==> src/rtl/alu_arbiter.sv <==
// rtl/alu_arbiter.sv - two-requester round-robin front end for a shared registered ALU
module alu_arbiter (
  input  logic       clk,
  input  logic       reset,
  input  logic       req0_valid,
  input  logic [2:0] req0_op,
  input  logic [7:0] req0_a,
  input  logic [7:0] req0_b,
  output logic       req0_ready,
  output logic       resp0_valid,
  input  logic       resp0_ready,
  input  logic       req1_valid,
  input  logic [2:0] req1_op,
  input  logic [7:0] req1_a,
  input  logic [7:0] req1_b,
  output logic       req1_ready,
  output logic       resp1_valid,
  input  logic       resp1_ready,
  output logic [7:0] resp_data,
  output logic       resp_zf,
  output logic       resp_cf,
  output logic [7:0] alu_a,
  output logic [7:0] alu_b,
  output logic [2:0] alu_control,
  output logic       alu_execute,
  input  logic [7:0] alu_out,
  input  logic       alu_zf,
  input  logic       alu_cf,
  output logic       busy,
  output logic [7:0] op_count
);

  typedef enum logic [1:0] {IDLE, EXEC, CAPTURE, RESP} state_t;

  state_t state;
  logic   owner;
  logic   last_grant;
  logic   grant0;
  logic   grant1;
  logic   handshake;

  // On a tie the requester that did not win last time is served.
  always_comb begin
    grant0    = req0_valid && (!req1_valid || last_grant);
    grant1    = req1_valid && (!req0_valid || !last_grant);
    handshake = owner ? resp1_ready : resp0_ready;
  end

  assign req0_ready = !reset && (state == IDLE) && grant0;
  assign req1_ready = !reset && (state == IDLE) && grant1;

  always_ff @(posedge clk or posedge reset) begin
    if (reset) begin
      state       <= IDLE;
      owner       <= 1'b0;
      last_grant  <= 1'b1;
      alu_a       <= 8'h00;
      alu_b       <= 8'h00;
      alu_control <= 3'b000;
      alu_execute <= 1'b0;
      resp_data   <= 8'h00;
      resp_zf     <= 1'b0;
      resp_cf     <= 1'b0;
      resp0_valid <= 1'b0;
      resp1_valid <= 1'b0;
      busy        <= 1'b0;
      op_count    <= 8'h00;
    end else begin
      case (state)
        IDLE: begin
          if (grant0 || grant1) begin
            alu_control <= grant1 ? req1_op : req0_op;
            alu_a       <= grant1 ? req1_a  : req0_a;
            alu_b       <= grant1 ? req1_b  : req0_b;
            owner       <= grant1;
            last_grant  <= grant1;
            alu_execute <= 1'b1;
            busy        <= 1'b1;
            state       <= EXEC;
          end
        end
        EXEC: begin
          alu_execute <= 1'b0;
          state       <= CAPTURE;
        end
        CAPTURE: begin
          // ALU result registered on the EXEC edge is valid now.
          resp_data   <= alu_out;
          resp_zf     <= alu_zf;
          resp_cf     <= alu_cf;
          resp0_valid <= !owner;
          resp1_valid <= owner;
          state       <= RESP;
        end
        RESP: begin
          if (handshake) begin
            resp0_valid <= 1'b0;
            resp1_valid <= 1'b0;
            op_count    <= op_count + 8'd1;
            busy        <= 1'b0;
            state       <= IDLE;
          end
        end
        default: state <= IDLE;
      endcase
    end
  end

endmodule

==> config.mk <==
export PLATFORM = sky130hd
export DESIGN_NAME = alu_arbiter
export DESIGN_NICKNAME = d
export VERILOG_FILES = /design/src/rtl/alu_arbiter.sv
export SDC_FILE = /design/constraint.sdc
export NUM_CORES = 1
export LEC_CHECK = 0
export ABC_AREA = 0
export CAP_MARGIN = 40
export CELL_PAD_IN_SITES_DETAIL_PLACEMENT = 0
export CELL_PAD_IN_SITES_GLOBAL_PLACEMENT = 1
export CORE_UTILIZATION = 30
export DETAILED_ROUTE_END_ITERATION = 12
export GPL_TIMING_DRIVEN = 0
export PLACE_DENSITY = 0.84
export SLEW_MARGIN = 30
export SYNTH_ARGS = -nofsm -noshare
export SYNTH_HDL_FRONTEND = slang
export SYNTH_SLANG_ARGS = --single-unit
==> constraint.sdc <==
create_clock -name clk -period 4.1 [get_ports clk]
set_clock_uncertainty 0.2 [all_clocks]
set_input_delay 0.41 -clock clk [delete_from_list [all_inputs] [get_ports clk]]
set_output_delay 0.41 -clock clk [all_outputs]
set_load 0.1 [all_outputs]
==> results of run 1 <==
cell usage after synthesis:
cell type | count | area share, %
nor3_1 | 3 | 0.72
mux2_2 | 11 | 6.0
clkbuf_1 | 4 | 0.72
nand2b_1 | 2 | 0.60
ha_1 | 6 | 3.6
mux2_1 | 1 | 0.54
a22o_2 | 1 | 0.48
nor2_1 | 3 | 0.54
mux2i_1 | 21 | 10
nand3_1 | 1 | 0.24
nor3b_1 | 2 | 0.72
o21ai_0 | 19 | 4.6
buf_4 | 2 | 0.72
a31oi_1 | 1 | 0.30
and3_1 | 1 | 0.30
o21ai_1 | 1 | 0.24
nor2b_2 | 1 | 0.42
a21oi_2 | 1 | 0.42
nand4_1 | 1 | 0.30
o22a_1 | 1 | 0.42
nand2_1 | 23 | 4.2
xor2_1 | 6 | 2.5
dfrtp_1 | 44 | 53
xnor2_1 | 1 | 0.42
mux2i_4 | 1 | 1.1
nor4b_4 | 2 | 2.3
inv_1 | 4 | 0.72
o22ai_1 | 1 | 0.30
nor2b_1 | 2 | 0.60
a21boi_2 | 1 | 0.54
a21oi_1 | 3 | 0.72
buf_1 | 1 | 0.18
dfstp_2 | 1 | 1.3
layout make-up:
type	count	share of cell area [%]
repair buffers	139	42.1
flip-flops and latches	45	28.9
multi-input cells	117	23.0
well taps	77	2.47
clock buffers	6	1.86
plain buffers	7	0.865
inverters	4	0.449
clock inverters	2	0.385
critical path, stage by stage:
cell	delay, ns
clkdlybuf4s50_1	0.53
a21boi_2	0.24
buf_4	0.24
and3_1	0.17
clkdlybuf4s50_1	0.52
buf_8	0.21
logic make-up after synthesis:
logic type | count (synthesis) | share of synthesized area, %
AOI/OAI and AO/OA | 29 | 8.03
xor gates and xnor gates | 7 | 2.96
adders and majority gates | 6 | 3.62
buffers and inverters | 11 | 2.35
DFF | 45 | 54.4
muxes | 34 | 17.7
and+or+nand+nor | 41 | 10.9
per-stage QoR:
stage / util (%) / worst slack, ns
2_1_floorplan: - / 0.612
3_3_place_gp: 48.2 / -0.211
3_5_place_dp: 58.8 / 1.14
4_1_cts: 60.1 / 1.14
5_1_grt: 60.1 / 1.01
6_report: 60.1 / 1.17
layer usage:
metal / vias to the layer above / GRT usage (%)
met5: - / 0
met4: 0 / 4.31
met1: 855 / 18.2
met2: 53 / 27.9
met3: 7 / 3.02
li1: 893 / -
how the worst max path moves through the flow:
| stage | start | slack, ns | end |
|---|---|---|---|
| final | req1_valid | 1.17 | req1_ready |
| after global routing | reset | 1.01 | req1_ready |
| after CTS | reset | 1.14 | req1_ready |
| after detailed placement | reset | 1.14 | req1_ready |
| after global placement | reset | -0.21 | req1_ready |
| after floorplan | state[0] | 0.61 | req0_ready |
state kept, by name, summed over array words and instances (netlist names):
register / flops
alu_a: 8
alu_b: 8
alu_control: 3
alu_execute: 1
busy: 1
last_grant: 1
op_count: 8
owner: 1
resp0_valid: 1
resp1_valid: 1
resp_cf: 1
resp_data: 8
resp_zf: 1
state: 2
==> qor.txt, run 1 <==
Yosys cell types: 33
Yosys warns: 0
TNS Setup: 0 ns
Max FO, Critical Path: 10
Layout Cells excl Fill: 397
Layout area overhead: 88.3%
Grt ovf: 0
Worst skew pair latency: 0.29 ns
Root Driver: clkbuf_8
Post-DR wirelength/cell: 12.7 um
DR WL met3: 205 um
Final instance area: 0.00390 sq mm
Row cnt: 29
Critical Setup Path Class: input pin to output port
Placed wire-length estimate: 3920 um
Status: finished, final reports clean
CP Launch Type: input pin
Most common cell after layout, fill and taps aside: clkdlybuf4s50_1
CTS hold repair buffers: 0
Initial Util: 31.9%
Fillers: 531
Post-CTS sizing: 0
Drt total wl: 5060 um
Max Cap Viol: 0
Met2 wire length: 2660 um
CTS H-tree lvls: 2
TritonCTS Buffers: 5
WHS: 0.279 ns
Die height: 85.1 um
Fmax: 0.341 GHz
Routability cong.: 0.673
Crit share post-route: 71.5%
Worst Hold Depth: 1
WP data required: 3.49 ns
Tmin final: 2.93 ns
R2R setup slack: 2.12 ns
Hold path endpoint: op_count[7]
Worst min-delay path class: register to register
Routed Antenna Nets: 0
CP arrival: 2.32 ns
TritonCTS clock tree: yes
Die area: 0.00725 sq mm
# IOs: 97
Critical Path Sink Type: output port
Initial antenna violation count: 0
Initial detailed-routing violation count: 64
GRT Overall Usage: 15.3%
Worst-Margin Slew: 0.558 ns
N_diodes: 0
Syn avg cell area: 12.0 sq um
Dpl cell area: 0.00382 sq mm
DR vias: 1808
Syn Std Cell Area: 0.00207 sq mm
CTS Buffer Depth: 2
Sequential share of the synthesized area: 54.4%
Setup violators final: 0
Remaining DRCs: 0
RR Startpoint: state[0]
First-pass iteration count of the detailed router: 4
Via count of the first global-routing pass: 1892
Syn_nets: 233
Sequential cell area: 0.00113 sq mm
Post-Syn Instances: 173
CORE AREA: 0.00649 sq mm
Worst r2r dst: state[1]
Met1 WL: 2130 um
Die Width: 85.1 um
Buffers on Ports: 96
RSZ-0062 raised after global routing: no
Vias per cell: 4.55
Post-CTS Setup Inserts: 0
Final hold vios: 0
Most frequent cells in the layout: clkdlybuf4s50_1 (96), dfrtp_1 (44), buf_8 (40)
Final net count: 379
Max layer used: met4
Flops & latches, synth: 45
Hold path start: op_count[7]
Max Slew Vio Count: 0
Reg clk slew, reported paths: 0.09 ns
Worst reg2reg path depth: 5
Global-route wire length before repair: 8810 um
Largest net degree at the start of global routing: 47
DP Cell Count: 389
Worst slew margin: 62.8%
Clock sinks: 45
Multi-input logic area: 897 sq um
Layout cells sized above 1: 22.5%
Power of run 1 is left out: the tool's default activity adds up to more than one toggle a clock period on the data nets, which glitch-free logic cannot reach.
==> inputs of run 2 (changes only) <==
- clock period: 4.1 -> 2.9 ns (I/O delays scaled with it)
==> run 2 against run 1 <==
Critical path depth unchanged. Utilization up 0.58 points. Via count unchanged. Die area unchanged. Flip-flop and latch count unchanged. Register-to-register slack worse by 1.2 ns. First-iteration DRC count down 44%. Critical path type unchanged. Largest cell class unchanged. Highest routed layer unchanged.
==> qor.txt, run 2 (synthesis gave the netlist of run 1 again) <==
CTS H-tree lvls: 2 (unchanged)
Routability cong.: 0.675 (+0.24%)
Buffers on Ports: 96 (unchanged)
N_diodes: 0 (unchanged)
Fmax: 0.369 GHz
Final worst setup slack: 0.191 ns (-0.976 ns)
Vias per cell: 4.54 (-0.25%)
Largest net degree at the start of global routing: 27 (-43%)
Final hold vios: 0 (unchanged)
Worst-Margin Slew: 0.544 ns (-0.0131 ns)
Status: finished, final reports clean
Critical Path Sink Type: output port
Post-CTS Setup Inserts: 0 (unchanged)
Max Slew Vio Count: 0 (unchanged)
First-pass iteration count of the detailed router: 4 (unchanged)
Row cnt: 29 (unchanged)
Most frequent cells in the layout: clkdlybuf4s50_1 (96), dfrtp_1 (44), buf_8 (39)
Die height: 85.1 um (unchanged)
Crit share post-route: 93.4%
Root Driver: clkbuf_8
Worst min-delay path class: input pin to async pin
CTS Buffer Depth: 2 (unchanged)
Critical-path top delay cell: clkdlybuf4s50_1
Die Width: 85.1 um (unchanged)
Post-DR wirelength/cell: 12.7 um (-0.72%)
CP top delay family: buffers and inverters
Delay of the slowest critical-path stage: 0.53 ns (about the same)
Most common cell after layout, fill and taps aside: clkdlybuf4s50_1
Routed Antenna Nets: 0 (unchanged)
Final net count: 380 (+0.26%)
GRT Overall Usage: 15.2% (-0.11 points)
Initial Util: 31.9% (unchanged)
CP arrival: 2.22 ns (-0.10 ns)
CORE AREA: 0.00649 sq mm (unchanged)
DR vias: 1808 (unchanged)
Max Cap Viol: 0 (unchanged)
Via count of the first global-routing pass: 1919 (+1.4%)
Buf+Inv Stages, Crit Path: 4 (unchanged)
CP dominant cell by count: clkdlybuf4s50_1
Worst skew pair latency: 0.29 ns (about the same)
Cells along the critical path: clkdlybuf4s50_1, a21boi_2, buf_4, and3_1, clkdlybuf4s50_1, buf_8
Placed wire-length estimate: 4050 um (+3.4%)
Remaining DRCs: 0 (unchanged)
Grt ovf: 0 (unchanged)
Layout cells sized above 1: 22.7% (+0.24 points)
Max FO, Critical Path: 10 (unchanged)
WP data required: 2.41 ns (-1.08 ns)
Critical Setup Path Class: input pin to output port
# IOs: 97 (unchanged)
Worst slew margin: 63.7% (+0.88 points)
Post-CTS sizing: 0 (unchanged)
Tmin final: 2.71 ns
CTS hold repair buffers: 0 (unchanged)
Drt total wl: 5040 um (-0.47%)
Die area: 0.00725 sq mm (unchanged)
Clock sinks: 45 (unchanged)
Reg clk slew, reported paths: 0.08 ns (about the same)
Setup Slack @ Placement: 0.193 ns (-0.948 ns)
CP Launch Type: input pin
Initial detailed-routing violation count: 36 (-44%)
TritonCTS clock tree: yes
Setup violators final: 0 (unchanged)
Layout area overhead: 90.1%
RSZ-0062 raised after global routing: no
Global-route wire length before repair: 8740 um (-0.86%)
Initial antenna violation count: 0 (unchanged)
TritonCTS Buffers: 5 (unchanged)
run 2: cell types whose count changed in the layout (fill, tap and decap cells not counted), sizes merged:
cell | before | now
clkbuf | 10 | 12
clkinvlp | 2 | 0
buf | 46 | 47
run 2: metrics by stage:
stage          hold WS, ns  instance area, sq um  setup TNS, ns  instances  util (%)
6_report             0.175                  3940              0        398      60.7
4_1_cts              0.183                  3940              0        398      60.7
3_3_place_gp         0.255                  3140          -1.15        346      48.3
5_1_grt              0.226                  3940              0        398      60.7
3_5_place_dp         0.265                  3850              0        390      59.3
2_1_floorplan        0.163                  2080              0        173         -
run 2: per-layer routing:
layer	wire [um]	vias to the layer above	global-route usage, %
li1	-	889	-
met1	2010	867	17.2
met2	2750	47	28.7
met3	228	5	3.79
met4	40	0	3.24
met5	0	-	0
run 2: worst paths after layout:
| path | from | endpoint | slack, ns | cells after the start |
|---|---|---|---|---|
| worst max-delay path | req1_valid | req1_ready | 0.19 | 6 |
| worst min-delay path | reset | alu_a[7] | 0.18 | 2 |
| worst max register to register | state[0] | state[1] | 0.92 | 5 |
| worst min register to register | op_count[7] | op_count[7] | 0.28 | 1 |
| max in group asynchronous | reset | resp_data[6] | 1.83 | 3 |
| min in group clk | op_count[7] | op_count[7] | 0.28 | 1 |
run 2: layout make-up:
class                      instances  area (sq um)
clock buffer                       8          90.1
multi-input combinational        117           902
sequential                        45          1130
timing repair buffer             140          1680
tap                               77          96.3
fill                             503          2550
inverter                           4          15.0
buffer                             7          33.8
Power of run 2 is left out for the same reason.
